[src/rtl/fetch_if.sv]
// Fetch controller bus: ROM read port, decode-side valid/ready delivery,
// redirect and halt control, status flags.
//
// Handshake: decode takes the head word on a rising edge where instr_valid
// and instr_ready are both high. instr_valid never depends on instr_ready,
// and the head word stays stable until it is taken or a redirect flushes it.
interface fetch_if #(
  parameter int N = 32
);
  logic [N-1:0] mem_addr;
  logic [N-1:0] mem_rd;
  logic [N-1:0] instr;
  logic [N-1:0] instr_pc;
  logic         instr_valid;
  logic         instr_ready;
  logic         redirect_valid;
  logic [N-1:0] redirect_pc;
  logic         halt_req;
  logic         halted;
  logic         fault;

  // Fetch controller side
  modport master (
    output mem_addr, instr, instr_pc, instr_valid, halted, fault,
    input  mem_rd, instr_ready, redirect_valid, redirect_pc, halt_req
  );

  // ROM / decode / branch-unit side
  modport slave (
    input  mem_addr, instr, instr_pc, instr_valid, halted, fault,
    output mem_rd, instr_ready, redirect_valid, redirect_pc, halt_req
  );
endinterface

[src/rtl/fetch_ctrl.sv]
// Instruction-fetch sequencer: owns the PC, reads a same-cycle ROM, queues
// words in a 2-entry buffer and hands them to decode over valid/ready.
// Redirects flush the buffer; misaligned redirect targets set a sticky fault
// and halt fetching.
// Optional macro FETCH_BOUNDS_CHECK_EN: halt with fault when the PC runs past
// the last ROM word (DEPTH words).
module fetch_ctrl #(
  parameter int          N        = 32,
  parameter int          DEPTH    = 39,
  parameter logic [31:0] RESET_PC = 32'h0
) (
  input  logic    clk,
  input  logic    rst_n,
  fetch_if.master bus
);

  typedef enum logic {RUN = 1'b0, HALT = 1'b1} state_t;

  localparam logic [N-1:0] LIMIT = N'(DEPTH * 4);
  localparam logic [N-1:0] STEP  = N'(4);

  state_t       state_q, state_d;
  logic [N-1:0] pc_q;
  logic [1:0]   count_q;
  logic         fault_q;
  logic         fault_set;
  logic [N-1:0] word0_q, word1_q;
  logic [N-1:0] wpc0_q, wpc1_q;
  logic         push, pop;
  logic         aligned;
  logic         bounds_hit;

  // Head slot is always buf[0]; it is only overwritten by a new word or a
  // shift, so instr/instr_pc keep their last value while the buffer is empty.
  assign bus.mem_addr    = pc_q;
  assign bus.instr       = word0_q;
  assign bus.instr_pc    = wpc0_q;
  assign bus.instr_valid = (count_q != 2'd0);
  assign bus.halted      = (state_q == HALT);
  assign bus.fault       = fault_q;

  assign aligned = (bus.redirect_pc[1:0] == 2'b00);

`ifdef FETCH_BOUNDS_CHECK_EN
  assign bounds_hit = (pc_q >= LIMIT);
`else
  // Range check disabled: the comparison is kept but masked to a constant.
  assign bounds_hit = 1'b0 & (pc_q >= LIMIT);
`endif

  // Next state, push/pop decisions and fault detection
  always_comb begin
    state_d   = state_q;
    push      = 1'b0;
    fault_set = 1'b0;
    pop       = (count_q != 2'd0) && bus.instr_ready;
    if (bus.redirect_valid) begin
      if (!aligned) begin
        fault_set = 1'b1;
        state_d   = HALT;
      end else begin
        state_d = bus.halt_req ? HALT : RUN;
      end
    end else if (state_q == RUN) begin
      if (bounds_hit) begin
        fault_set = 1'b1;
        state_d   = HALT;
      end else begin
        push = (count_q != 2'd2) || pop;
        if (bus.halt_req) state_d = HALT;
      end
    end
  end

  // State register and sticky fault flag
  always_ff @(posedge clk or negedge rst_n) begin
    if (!rst_n) begin
      state_q <= RUN;
      fault_q <= 1'b0;
    end else begin
      state_q <= state_d;
      if (fault_set) fault_q <= 1'b1;
    end
  end

  // PC, buffer occupancy and buffer contents
  always_ff @(posedge clk or negedge rst_n) begin
    if (!rst_n) begin
      pc_q    <= N'(RESET_PC);
      count_q <= 2'd0;
      word0_q <= '0;
      word1_q <= '0;
      wpc0_q  <= '0;
      wpc1_q  <= '0;
    end else if (bus.redirect_valid) begin
      count_q <= 2'd0;
      if (aligned) pc_q <= bus.redirect_pc;
    end else begin
      if (push) pc_q <= pc_q + STEP;
      case ({push, pop})
        2'b11: begin
          if (count_q == 2'd2) begin
            word0_q <= word1_q;
            wpc0_q  <= wpc1_q;
            word1_q <= bus.mem_rd;
            wpc1_q  <= pc_q;
          end else begin
            word0_q <= bus.mem_rd;
            wpc0_q  <= pc_q;
          end
        end
        2'b01: begin
          if (count_q == 2'd2) begin
            word0_q <= word1_q;
            wpc0_q  <= wpc1_q;
          end
          count_q <= count_q - 2'd1;
        end
        2'b10: begin
          if (count_q == 2'd0) begin
            word0_q <= bus.mem_rd;
            wpc0_q  <= pc_q;
          end else begin
            word1_q <= bus.mem_rd;
            wpc1_q  <= pc_q;
          end
          count_q <= count_q + 2'd1;
        end
        default: ;
      endcase
    end
  end

endmodule

[src/flat_wrapper.sv]
// flat-port wrapper written by rule: the top's interface ports become plain ports
module fetch_ctrl_flat 
#(
  parameter int          N        = 32,
  parameter int          DEPTH    = 39,
  parameter logic [31:0] RESET_PC = 32'h0
)
  (clk, rst_n, bus_mem_addr, bus_instr, bus_instr_pc, bus_instr_valid, bus_halted, bus_fault, bus_mem_rd, bus_instr_ready, bus_redirect_valid, bus_redirect_pc, bus_halt_req);
  fetch_if #(.N(N)) bus_i ();
  input  logic clk;
  input  logic rst_n;
  output wire logic [$bits(bus_i.mem_addr)-1:0] bus_mem_addr;
  output wire logic [$bits(bus_i.instr)-1:0] bus_instr;
  output wire logic [$bits(bus_i.instr_pc)-1:0] bus_instr_pc;
  output wire logic [$bits(bus_i.instr_valid)-1:0] bus_instr_valid;
  output wire logic [$bits(bus_i.halted)-1:0] bus_halted;
  output wire logic [$bits(bus_i.fault)-1:0] bus_fault;
  input wire logic [$bits(bus_i.mem_rd)-1:0] bus_mem_rd;
  input wire logic [$bits(bus_i.instr_ready)-1:0] bus_instr_ready;
  input wire logic [$bits(bus_i.redirect_valid)-1:0] bus_redirect_valid;
  input wire logic [$bits(bus_i.redirect_pc)-1:0] bus_redirect_pc;
  input wire logic [$bits(bus_i.halt_req)-1:0] bus_halt_req;
  assign bus_mem_addr = bus_i.mem_addr;
  assign bus_instr = bus_i.instr;
  assign bus_instr_pc = bus_i.instr_pc;
  assign bus_instr_valid = bus_i.instr_valid;
  assign bus_halted = bus_i.halted;
  assign bus_fault = bus_i.fault;
  assign bus_i.mem_rd = bus_mem_rd;
  assign bus_i.instr_ready = bus_instr_ready;
  assign bus_i.redirect_valid = bus_redirect_valid;
  assign bus_i.redirect_pc = bus_redirect_pc;
  assign bus_i.halt_req = bus_halt_req;
  fetch_ctrl #(.N(N), .DEPTH(DEPTH), .RESET_PC(RESET_PC)) u_core (.clk(clk), .rst_n(rst_n), .bus(bus_i));
endmodule
[config.mk]
export PLATFORM = sky130hd
export DESIGN_NAME = fetch_ctrl_flat
export DESIGN_NICKNAME = d
export VERILOG_FILES = /design/src/rtl/fetch_if.sv /design/src/rtl/fetch_ctrl.sv /design/src/flat_wrapper.sv
export SDC_FILE = /design/constraint.sdc
export NUM_CORES = 1
export LEC_CHECK = 0
export ABC_AREA = 1
export CORE_ASPECT_RATIO = 0.7
export CORE_MARGIN = 5
export CORE_UTILIZATION = 50
export DETAILED_ROUTE_END_ITERATION = 6
export MAX_ROUTING_LAYER = met4
export PLACE_DENSITY = 0.76
export SKIP_LAST_GASP = 1
export SLEW_MARGIN = 20
export SYNTH_ARGS = -nofsm -noshare
export SYNTH_HDL_FRONTEND = slang
export SYNTH_SLANG_ARGS = --single-unit
[constraint.sdc]
create_clock -name clk -period 2.44 [get_ports clk]
set_input_delay 0.488 -clock clk [delete_from_list [all_inputs] [get_ports clk]]
set_output_delay 0.488 -clock clk [all_outputs]
set_load 0.1 [all_outputs]
-- Yosys cells after proc, flatten, opt, wreduce, memory -nomap -nowiden
Cells that the tools add are included.
- register bits after elaboration: 164
- output and inout port bits: 99
- $add $sub $neg: 3
- equal/unequal tests: 10
- muxes and demuxes: 27
- bitwise gates (word level): 1
- reductions and logical operators: 12
- operators with widths (operator ; count):
    $mux 32 ; 13
    $pmux 32 s3 ; 2
    $pmux 32 s2 ; 2
    $add 32x3->32 const B ; 1
    $mux 1 ; 8
    $ne 2x1->1 const B ; 4
    $reduce_and 4->1 ; 2
    $eq 2x2->1 const B ; 3
    $reduce_bool 2->1 ; 3
    $reduce_bool 3->1 ; 2
    $logic_not 2->1 ; 2
    $ne 2x2->1 const B ; 2
    $pmux 2 s2 ; 1
    $add 2x1->2 const B ; 1
    $eq 2x1->1 const B ; 1
    $mux 2 ; 1
    $reduce_and 2->1 ; 1
    $sub 2x1->2 const B ; 1
    $logic_and 1x1->1 ; 1
    $logic_or 1x1->1 ; 1
    $not 1->1 ; 1

-- Logic depth before layout (Yosys ltp)
Gate-level depths: netlist (run 1).
- depth in word-level cells: 8
- gate-level depth with buffers: 14

-- Worst setup path after synthesis (run 1)
No wires, ideal clock.
- kind: reg-to-reg
- start: reg u_core.state_q, in the netlist u_core.bus.halted
- end: reg u_core.word0_q[0], in the netlist u_core.bus.instr[0]
- setup time: 0.123 ns
- arrival: 2.298 ns
- path slack: 0.019 ns
- cell stages (with the launch flop): 12
- path buffers: 3
- period minus slack after synthesis: 2.421 ns
- cell sequence: dfrtp_1 > nor2_1 > nand2_2 > inv_1 > ha_1 > inv_2 > buf_6 > o22ai_2 > nor3_4 > buf_6 > buf_4 > o21ai_1
- word-level cells in the longest chain between the ends: 5
- ends and longest elaborated chain (element ; RTL line ; RTL):
    from (decl) ; fetch_ctrl.sv:22 ; state_t state_q, state_d;
    from (signal assigned) ; fetch_ctrl.sv:81 ; state_q <= state_d;
    $mux 1 * ; fetch_ctrl.sv:64 ; end else if (state_q == RUN) begin
    $mux 1 * ; fetch_ctrl.sv:57 ; if (bus.redirect_valid) begin
    $eq 2x2->1 or $eq 2x1->1 (tied branches) ; fetch_ctrl.sv:100 ; case ({push, pop})
    $ne 2x1->1 (no line) or $reduce_bool 3->1 (tied branches) ; - ;
    $reduce_and 4->1 (no line) ; - ;
    to (signal assigned) ; fetch_ctrl.sv:103 ; word0_q <= word1_q;
    to (signal assigned) ; fetch_ctrl.sv:108 ; word0_q <= bus.mem_rd;
    to (signal assigned) ; fetch_ctrl.sv:114 ; word0_q <= word1_q;
    to (decl) ; fetch_ctrl.sv:27 ; logic [N-1:0] word0_q, word1_q;
Mark *: on every way between the ends. The rest lies on a longest branch, timed or not.
A chain may end at the register's enable or synchronous reset.

-- Worst setup path after layout (run 1)
- start: reg u_core.count_q[0]
- end: reg u_core.word0_q[19], in the netlist u_core.bus.instr[19]
- word-level cells in the longest chain between the ends: 8
- ends and longest elaborated chain (element ; RTL line ; RTL):
    from (decl) ; fetch_ctrl.sv:24 ; logic [1:0] count_q;
    from (signal assigned) ; fetch_ctrl.sv:117 ; count_q <= count_q - 2'd1;
    from (signal assigned) ; fetch_ctrl.sv:127 ; count_q <= count_q + 2'd1;
    $reduce_bool 2->1 ; fetch_ctrl.sv:56 ; pop = (count_q != 2'd0) && bus.instr_ready;
    $logic_and 1x1->1 ; fetch_ctrl.sv:56 ;
    $logic_or 1x1->1 ; fetch_ctrl.sv:69 ; push = (count_q != 2'd2) || pop;
    $mux 1 ; fetch_ctrl.sv:64 ;
    $mux 1 ; fetch_ctrl.sv:57 ;
    $eq 2x2->1 or $eq 2x1->1 (tied branches) ; fetch_ctrl.sv:100 ;
    $ne 2x1->1 (no line) or $reduce_bool 3->1 (tied branches) ; - ;
    $reduce_and 4->1 (no line) ; - ;
Several ways; a longest one is shown, not always the timed one.

==> results of run 1 <==
==> power groups by stage <==
stage	combinational, W	sequential, W	clock (W)
2_1_floorplan	0.00276	0.00897	0
3_3_place_gp	0.00920	0.00477	0
3_5_place_dp	0.00931	0.00480	0
4_1_cts	0.00933	0.00478	0.00275
5_1_grt	0.00993	0.00496	0.00287
6_report	0.00932	0.00480	0.00272
==> metrics by stage <==
stage	util	instance area, um2	TNS (ns)	total power (W)
6_report	0.6292	11800	0	0.01684
5_1_grt	0.6292	11800	0	0.01776
4_1_cts	0.6292	11800	0	0.01686
3_5_place_dp	0.5978	11220	-0.2096	0.01410
3_3_place_gp	0.5978	11220	-0.09493	0.01397
2_1_floorplan	-	9463	0	0.01173
==> worst paths after layout <==
| path | from | end | slack (ns) |
|---|---|---|---|
| setup reg to reg | u_core.count_q[0] | u_core.bus.instr[19] | 0.24 |
| min in group clk | u_core.bus.fault | u_core.bus.fault | 0.49 |
| setup / recovery | u_core.count_q[0] | u_core.bus.instr[19] | 0.24 |
| max in group asynchronous | rst_n | u_core.bus.mem_addr[9] | 1.71 |
| hold reg to reg | u_core.bus.fault | u_core.bus.fault | 0.49 |
| hold / removal | rst_n | u_core.bus.instr_pc[0] | 0.01 |
==> final cells by class <==
type,instances,area (um2)
Tap cell,242,302.8
Fill cell,1710,6957
Clock buffer,19,442.9
Multi-Input combinational cell,965,4303
Timing Repair Buffer,207,1926
Sequential cell,164,4104
Inverter,154,580.6
Clock inverter,13,145.1
==> state kept, by name, summed over array words and instances, names as in the netlist <==
register             cells
u_core.bus.mem_addr     32
u_core.count_q           2
u_core.wpc1_q           32
u_core.bus.instr        32
u_core.bus.fault         1
u_core.bus.halted        1
u_core.word1_q          32
u_core.bus.instr_pc     32
==> metal layers <==
metal	GRT usage	wire length, um
met1	0.4051	13650
met2	0.3735	11780
met3	0.04888	2277
met4	0.05212	208
met5	-	0
==> cell usage after synthesis <==
cell / instances / area, um2
sky130_fd_sc_hd__inv_1: 149 / 559.3
sky130_fd_sc_hd__o21ai_0: 188 / 940.9
sky130_fd_sc_hd__buf_2: 30 / 150.1
sky130_fd_sc_hd__ha_1: 5 / 62.56
sky130_fd_sc_hd__nor2_2: 5 / 31.28
sky130_fd_sc_hd__a21o_1: 1 / 7.510
sky130_fd_sc_hd__a21oi_1: 10 / 50.05
sky130_fd_sc_hd__o22ai_1: 5 / 31.28
sky130_fd_sc_hd__o2111ai_1: 1 / 8.760
sky130_fd_sc_hd__nand2_1: 403 / 1513
sky130_fd_sc_hd__nand3_1: 35 / 175.2
sky130_fd_sc_hd__a31oi_1: 1 / 6.260
sky130_fd_sc_hd__nand4_1: 2 / 12.51
sky130_fd_sc_hd__a22oi_1: 5 / 37.54
sky130_fd_sc_hd__buf_4: 16 / 120.1
sky130_fd_sc_hd__nor2_4: 2 / 22.52
sky130_fd_sc_hd__inv_4: 1 / 6.260
sky130_fd_sc_hd__or2_1: 1 / 6.260
sky130_fd_sc_hd__buf_6: 12 / 135.1
sky130_fd_sc_hd__nor2_1: 135 / 506.7
sky130_fd_sc_hd__clkbuf_1: 24 / 90.09
sky130_fd_sc_hd__xor2_1: 1 / 8.760
sky130_fd_sc_hd__dfrtp_1: 164 / 4104
sky130_fd_sc_hd__inv_2: 4 / 15.01
sky130_fd_sc_hd__o22ai_2: 1 / 12.51
sky130_fd_sc_hd__o211ai_1: 1 / 7.510
sky130_fd_sc_hd__nor3_4: 1 / 16.27
sky130_fd_sc_hd__nand2_2: 1 / 6.260
sky130_fd_sc_hd__nor3_1: 3 / 15.01
sky130_fd_sc_hd__o21bai_1: 1 / 7.510
sky130_fd_sc_hd__o21ai_4: 1 / 16.27
sky130_fd_sc_hd__o21ai_1: 156 / 780.8
==> kinds of logic after synthesis <==
group / synth area share
XOR/XNOR: 0.0009257
adder cells (fa/ha/maj): 0.006611
buffers and inverters: 0.1137
flip-flops: 0.4337
AO/OA/AOI/OAI: 0.2015
AND/OR/NAND/NOR: 0.2436
==> impl_metrics.env, run 1 <==
export IMPL_f_max_mhz=455.5
export IMPL_critPathSlowestCell="sky130_fd_sc_hd__dfrtp_1"
export IMPL_floorplan_die_area_um2=21820
export IMPL_cts_repair_resized=0
export IMPL_commonest_cells_after_routing_fill_and_taps_aside="sky130_fd_sc_hd__nand2_1, sky130_fd_sc_hd__o21ai_0, sky130_fd_sc_hd__dfrtp_1"
export IMPL_wl_per_cell_um=15.83
export IMPL_post_synth_num_cell_types=32
export IMPL_numClockSinks=164
export IMPL_globalRoute_totalOverflow=0
export IMPL_cts_hold_repair_buffers=0
export IMPL_crit_cells=9
export IMPL_die_extent_in_x_um=174.4
export IMPL_root_buffer="sky130_fd_sc_hd__clkbuf_16"
export IMPL_number_of_hold_violations_in_the_final_report=0
export IMPL_worst_hold_slack_ns=0.01032
export IMPL_final_period_minus_worst_setup_slack_ns=2.196
export IMPL_placement_setup_worst_slack_ns=-0.05519
export IMPL_drt_first_pass_iters=5
export IMPL_slowest_delay_ns=0.45
export IMPL_timing_slew_headroom=0.5413
export IMPL_syn_num_nets=1439
export IMPL_timing_worst_setup_path_type="register to register"
export IMPL_total_leakage_power_nw=5.590
export IMPL_grt_setup_unrepaired="false"
export IMPL_final_cell_count_no_fill=1764
export IMPL_fin_skew_ns=0.01272
export IMPL_cts_setup_buffers=0
export IMPL_power_density_nw_per_um2=1427
export IMPL_initial_core_util=0.5044
export IMPL_seq_area_frac_synth=0.4337
export IMPL_crit_path_end_kind="register"
export IMPL_tritoncts_clock_tree="yes"
export IMPL_layout_cells_most_common="sky130_fd_sc_hd__nand2_1"
export IMPL_p_sw_w=0.009249
export IMPL_dr_total_vias=9461
export IMPL_fin_ws_ns=0.2444
export IMPL_drtAntennaViolNets=0
export IMPL_clock_network_fraction_of_design_power=0.161
export IMPL_setup_violations_final=0
export IMPL_hpwl_um=19240
export IMPL_reg2reg_depth=9
export IMPL_vias_per_cell=5.363
export IMPL_critical_path_peak_fanout=20
export IMPL_globalplace_congestion=0.9001
export IMPL_first_global_vias=8899
export IMPL_syn_area_per_cell_um2=6.932
export IMPL_fin_crit_sh=0.8998
export IMPL_cp_buffers_inverters=2
export IMPL_start_kind="register"
export IMPL_synthesized_cell_area_um2=9463
export IMPL_die_h_um=125.1
export IMPL_global_route_wire_length_before_repair_um=46680
export IMPL_floorplan_io_pins=168
export IMPL_worst_hold_path_type="primary input to asynchronous set/reset pin"
export IMPL_vdd_drop_max_v=0.0007482
export IMPL_drt_first_iter_violations=1161
export IMPL_outcome="completed"
export IMPL_syn2layout_area_growth_pct=24.74
export IMPL_post_detailed_route_drc_marker_count=0
export IMPL_portBuffers=167
export IMPL_antenna_cells=0
export IMPL_largest_delay_share_family_worst_path="flip-flops"
export IMPL_power_combinational_fraction=0.554
export IMPL_cts_buffers_inserted=17
export IMPL_grt_start_max_net_pins=75
export IMPL_synthesis_yosys_warnings=0
export IMPL_drv_slew=0
export IMPL_yosys_register_bits=164
export IMPL_p_int_w=0.007590
export IMPL_critical_path_required_ns=2.79
export IMPL_ordered_list_of_cells_on_the_worst_path="nor2_2, nor2_1, buf_4, ha_2, buf_4, o21ai_0, o21ai_0, nand2_1, o21ai_1"
export IMPL_tightest_slew_ns=0.6880
export IMPL_row_count=42
export IMPL_placedCellCount=1732
export IMPL_detail_route_wirelength_um=27920
export IMPL_max_cap_violations=0
export IMPL_clk_pin_slew_ns=0.07
export IMPL_fin_nets=1583
export IMPL_arrival_ns=2.55
export IMPL_netSwitchingFraction=0.5493
export IMPL_synthesis_instances=1365
export IMPL_share_of_cells_above_drive_strength_1=0.1242
export IMPL_cts_htree_levels=4
export IMPL_grt_antenna_before_repair=0
export IMPL_clk_latency_ns=0.43
export IMPL_overall_global_routing_resource_usage=0.2663
export IMPL_seq_power_share=0.285
export IMPL_clock_tree_buffer_depth=2
export IMPL_core_box_area_um2=18760
No activity file was read; power rests on OpenSTA's default activity.
==> inputs of run 2 (changes only) <==
REMOVE_ABC_BUFFERS = 1   (was unset)
==> run 2 against run 1 <==
Against the previous run: non-clock buffer count is 1 lower; power is 0.21% lower; sequential share of layout area hardly changed; sequential power hardly changed; critical path depth is 1 lower; setup slack worse by 0.0073 ns; utilization hardly changed; global-route usage is 0.67 points lower; clock skew is 0.0062 ns lower; clock power hardly changed; critical endpoint is now u_core.wpc1_q[28].
==> impl_metrics.env, run 2 (synthesis results as in run 1) <==
export IMPL_syn2layout_area_growth_pct=24.78
export IMPL_detail_route_wirelength_um=27580
export IMPL_row_count=42
export IMPL_cts_buffers_inserted=17
export IMPL_max_cap_violations=0
export IMPL_grt_start_max_net_pins=67
export IMPL_drtAntennaViolNets=0
export IMPL_cts_repair_resized=0
export IMPL_initial_core_util=0.5044
export IMPL_cp_buffers_inverters=3
export IMPL_timing_slew_headroom=0.5098
export IMPL_global_route_wire_length_before_repair_um=45450
export IMPL_vdd_drop_max_v=0.0008313
export IMPL_placedCellCount=1731
export IMPL_critical_path_top_cell_by_count="sky130_fd_sc_hd__nand2_1"
export IMPL_first_global_vias=8927
export IMPL_outcome="completed"
export IMPL_overall_global_routing_resource_usage=0.2596
export IMPL_tightest_slew_ns=0.7353
export IMPL_vias_per_cell=5.323
export IMPL_cts_hold_repair_buffers=0
export IMPL_f_max_mhz=454.0
export IMPL_numClockSinks=164
export IMPL_power_density_nw_per_um2=1423
export IMPL_fin_skew_ns=0.006565
export IMPL_cts_htree_levels=4
export IMPL_setup_violations_final=0
export IMPL_post_detailed_route_drc_marker_count=0
export IMPL_hpwl_um=18690
export IMPL_crit_path_end_kind="register"
export IMPL_area_of_all_placed_cells_without_fillers_um2=11810
export IMPL_globalRoute_totalOverflow=0
export IMPL_commonest_cells_after_routing_fill_and_taps_aside="sky130_fd_sc_hd__nand2_1, sky130_fd_sc_hd__o21ai_0, sky130_fd_sc_hd__dfrtp_1"
export IMPL_fin_crit_sh=0.9028
export IMPL_globalplace_congestion=0.8962
export IMPL_wl_per_cell_um=15.65
export IMPL_floorplan_die_area_um2=21820
export IMPL_ordered_list_of_cells_on_the_worst_path="nor2_4, buf_4, inv_2, nand2_1, o2111ai_4, buf_12, nand2_1, o21ai_1"
export IMPL_detailed_place_area_um2=11220
export IMPL_start_kind="register"
export IMPL_arrival_ns=2.51
export IMPL_share_of_cells_above_drive_strength_1=0.1223
export IMPL_tritoncts_clock_tree="yes"
export IMPL_critical_path_peak_fanout=66
export IMPL_critical_path_required_ns=2.75
export IMPL_fin_nets=1582
export IMPL_die_extent_in_x_um=174.4
export IMPL_root_buffer="sky130_fd_sc_hd__clkbuf_16"
export IMPL_timing_reg2reg_setup_slack_ns=0.24
export IMPL_worst_hold_path_type="primary input to asynchronous set/reset pin"
export IMPL_drv_slew=0
export IMPL_fin_ws_ns=0.2371
export IMPL_grt_antenna_before_repair=0
export IMPL_die_h_um=125.1
export IMPL_portBuffers=167
export IMPL_placement_setup_worst_slack_ns=-0.09642
export IMPL_drt_first_iter_violations=1055
export IMPL_drt_first_pass_iters=5
export IMPL_clk_pin_slew_ns=0.07
export IMPL_dr_total_vias=9385
export IMPL_core_box_area_um2=18760
export IMPL_final_cell_count_no_fill=1763
export IMPL_slowest_delay_ns=0.58
export IMPL_clk_latency_ns=0.43
export IMPL_clock_tree_buffer_depth=2
export IMPL_layout_cells_most_common="sky130_fd_sc_hd__nand2_1"
export IMPL_largest_delay_share_family_worst_path="buffers and inverters"
export IMPL_timing_worst_setup_path_type="register to register"
export IMPL_grt_setup_unrepaired="false"
export IMPL_antenna_cells=0
export IMPL_number_of_hold_violations_in_the_final_report=0
export IMPL_total_leakage_power_nw=5.586
export IMPL_cts_setup_buffers=0
export IMPL_fin_util=0.6294
export IMPL_power_total_w=0.01680
export IMPL_floorplan_io_pins=168
export IMPL_critPathSlowestCell="sky130_fd_sc_hd__buf_4"
export IMPL_final_period_minus_worst_setup_slack_ns=2.203
==> run 2: final timing paths <==
check                             startpoint  cells after the start                    to
setup / recovery           u_core.count_q[0]                      8     u_core.wpc1_q[28]
hold / removal                         rst_n                      1  u_core.bus.instr[29]
setup reg to reg           u_core.count_q[0]                      8     u_core.wpc1_q[28]
hold reg to reg             u_core.bus.fault                      1      u_core.bus.fault
max in group asynchronous              rst_n                      2      u_core.wpc1_q[6]
min in group clk            u_core.bus.fault                      1      u_core.bus.fault
==> run 2: power by group <==
group	leakage, nW	internal [W]	switching [W]
Combinational	3.27	0.00217	0.00709
Clock	0.278	0.00157	0.00116
Sequential	2.04	0.00385	0.000962
==> run 2: per-stage QoR <==
stage,hold WS [ns],setup TNS [ns]
3_5_place_dp,0.4578,-4.573
2_1_floorplan,0.1924,-424.42
5_1_grt,0.03577,0
4_1_cts,0.01365,0
6_report,0.008775,0
3_3_place_gp,0.4572,-0.8975
==> run 2: layout make-up <==
class / count / area, um2
timing repair buffer: 206 / 1931
tap: 242 / 302.8
clock inverter: 10 / 122.6
multi-input combinational: 965 / 4303
fill: 1665 / 6953
sequential: 164 / 4104
clock buffer: 22 / 464.2
inverter: 154 / 580.6
==> run 2: metal layers <==
| metal | vias up | track usage | part of all wire |
|---|---|---|---|
| met2 | 406 | 0.3806 | 0.43 |
| met1 | 4303 | 0.3707 | 0.47 |
| met3 | 32 | 0.06186 | 0.089 |
| li1 | 4644 | - | - |
| met5 | - | - | 0 |
| met4 | 0 | 0.05258 | 0.012 |
==> inputs of run 3 (changes only) <==
clock period = 2.3 ns   (was 2.44 ns; I/O delays follow)
==> run 3 against run 2 <==
Against the previous run: sequential cell count did not move; critical path type is now primary input to register; clock-buffer cell count fell by 3; final cell count rose by 0.28%; first-iteration DRC count rose by 9.0%; clock power rose by 18%; setup slack got worse by 0.12 ns; register-to-register slack got worse by 0.12 ns; combinational power rose by 7.1%.
==> impl_metrics.env, run 3 (synthesis results as in run 1) <==
export IMPL_post_detailed_route_drc_marker_count=0
export IMPL_worst_hold_slack_ns=0.4669
export IMPL_detailed_place_area_um2=11250
export IMPL_globalRoute_totalOverflow=0
export IMPL_placement_setup_worst_slack_ns=-0.2940
export IMPL_detailroute_wirelength_met2_um=12240
export IMPL_vias_per_cell=5.403
export IMPL_tritoncts_clock_tree="yes"
export IMPL_dr_max_layer_used="met4"
export IMPL_antenna_cells=0
export IMPL_globalplace_congestion=0.8755
export IMPL_drtAntennaViolNets=0
export IMPL_drt_first_pass_iters=5
export IMPL_timing_worst_setup_path_type="primary input to register"
export IMPL_drt_first_iter_violations=1150
export IMPL_core_box_area_um2=18760
export IMPL_cts_buffers_inserted=17
export IMPL_f_max_mhz=457.5
export IMPL_total_leakage_power_nw=5.664
export IMPL_grt_start_max_net_pins=65
export IMPL_floorplan_io_pins=168
export IMPL_worst_hold_path_type="register to register"
export IMPL_numClockSinks=164
export IMPL_initial_core_util=0.5044
export IMPL_netSwitchingFraction=0.5384
export IMPL_grt_antenna_before_repair=0
export IMPL_met1_length_um=13130
export IMPL_global_route_wire_length_before_repair_um=46030
export IMPL_clk_pin_slew_ns=0.07
export IMPL_p_sw_w=0.009829
export IMPL_final_period_minus_worst_setup_slack_ns=2.186
export IMPL_setup_tns_final_ns=0
export IMPL_root_buffer="sky130_fd_sc_hd__clkbuf_16"
export IMPL_commonest_cells_after_routing_fill_and_taps_aside="sky130_fd_sc_hd__nand2_1, sky130_fd_sc_hd__o21ai_0, sky130_fd_sc_hd__dfrtp_1"
export IMPL_power_combinational_fraction=0.544
export IMPL_hpwl_um=18640
export IMPL_dr_total_vias=9552
export IMPL_p_int_w=0.008425
export IMPL_clock_network_fraction_of_design_power=0.176
export IMPL_placedCellCount=1733
export IMPL_first_global_vias=9047
export IMPL_fin_crit_sh=0.9504
export IMPL_row_count=42
export IMPL_grt_setup_unrepaired="false"
export IMPL_die_extent_in_x_um=174.4
export IMPL_max_cap_violations=0
export IMPL_start_kind="primary input"
export IMPL_clock_tree_buffer_depth=2
export IMPL_detail_route_wirelength_um=28200
export IMPL_seqCellArea_um2=4105
export IMPL_number_of_hold_violations_in_the_final_report=0
export IMPL_vdd_drop_max_v=0.0009941
export IMPL_cts_htree_levels=4
export IMPL_floorplan_die_area_um2=21820
export IMPL_tightest_slew_ns=0.5800
export IMPL_critical_path_required_ns=2.63
export IMPL_final_cell_count_no_fill=1768
export IMPL_fin_skew_ns=0.01122
export IMPL_min_path_cells=1
export IMPL_die_h_um=125.1
export IMPL_routed_wire_length_on_met3_um=2333
export IMPL_layout_cells_most_common="sky130_fd_sc_hd__nand2_1"
export IMPL_arrival_ns=2.51
export IMPL_timing_slew_headroom=0.6133
export IMPL_fin_nets=1588
export IMPL_syn2layout_area_growth_pct=26.44
export IMPL_area_of_all_placed_cells_without_fillers_um2=11970
export IMPL_portBuffers=167
export IMPL_share_of_cells_above_drive_strength_1=0.1278
export IMPL_drv_slew=0
export IMPL_clk_latency_ns=0.44
export IMPL_setup_violations_final=0
export IMPL_critical_path_peak_fanout=5
export IMPL_seq_power_share=0.280
export IMPL_overall_global_routing_resource_usage=0.2646
export IMPL_power_density_nw_per_um2=1526
export IMPL_fin_ws_ns=0.1140
export IMPL_outcome="completed"
export IMPL_fillers=1617
export IMPL_wl_per_cell_um=15.95
export IMPL_multi_input_comb_area_um2=4305
export IMPL_reg2reg_depth=13
export IMPL_crit_path_end_kind="register"
[run 3: changes by cell type in the layout (fill, tap and decap cells not counted), moves of 2 or more]
cell,delta
sky130_fd_sc_hd__buf_4,+2
sky130_fd_sc_hd__bufinv_16,+3
sky130_fd_sc_hd__clkbuf_1,-3
sky130_fd_sc_hd__clkinv_4,+2
sky130_fd_sc_hd__clkinvlp_4,-2
sky130_fd_sc_hd__inv_6,-2
[run 3: power groups by stage]
stage / Clock (W) / Sequential, W / Combinational [W]
6_report: 0.00322 / 0.00511 / 0.00992
5_1_grt: 0.00335 / 0.00528 / 0.0105
4_1_cts: 0.00324 / 0.00508 / 0.00989
3_5_place_dp: 0 / 0.00510 / 0.00984
3_3_place_gp: 0 / 0.00506 / 0.00973
2_1_floorplan: 0 / 0.00954 / 0.00270
[run 3: critical path, cell delays in order]
cell	delay (ns)
sky130_fd_sc_hd__clkdlybuf4s50_1	0.42
sky130_fd_sc_hd__nor2_1	0.20
sky130_fd_sc_hd__nand2_2	0.13
sky130_fd_sc_hd__inv_1	0.10
sky130_fd_sc_hd__ha_2	0.23
sky130_fd_sc_hd__inv_2	0.08
sky130_fd_sc_hd__o22ai_2	0.23
sky130_fd_sc_hd__nor3_4	0.09
sky130_fd_sc_hd__buf_4	0.16
sky130_fd_sc_hd__clkbuf_16	0.15
sky130_fd_sc_hd__buf_4	0.14
sky130_fd_sc_hd__nand2_1	0.05
sky130_fd_sc_hd__o21ai_1	0.06
[run 3: what timing repair did]
item                       4_1_cts  5_1_grt
gates resized for setup          0        4
buffers inserted                 0        2
hold endpoints to repair        36        0
setup endpoints to repair        0        5
hold buffers                     1        0
[run 3: layout make-up]
cell class                      instances  share of cell area
Clock buffer                           19             0.03785
Tap cell                              242             0.02531
Multi-Input combinational cell        965              0.3598
Inverter                              154             0.04852
Clock inverter                         12             0.01694
Sequential cell                       164              0.3431
Timing Repair Buffer                  212              0.1685
[run 3: worst paths after layout]
path	endpoint	start	slack, ns
max	u_core.bus.instr_pc[1]	bus_redirect_valid	0.11
min	u_core.bus.fault	u_core.bus.fault	0.47
max reg2reg	u_core.bus.instr_pc[1]	u_core.count_q[0]	0.12
min reg2reg	u_core.bus.fault	u_core.bus.fault	0.47
max in group asynchronous	u_core.word1_q[7]	rst_n	1.13
min in group asynchronous	u_core.word1_q[29]	rst_n	0.52
[run 3: metrics by stage]
stage	util	total power [W]
floorplan	-	0.01224
global placement	0.5996	0.01479
detailed placement	0.5996	0.01494
CTS	0.6351	0.01821
global route	0.6378	0.01914
finish	0.6378	0.01825
[run 3: layer usage]
metal,up-vias,track usage
met5,-,-
met2,445,0.3865
met3,36,0.05462
li1,4660,-
met4,0,0.07911
met1,4411,0.3742
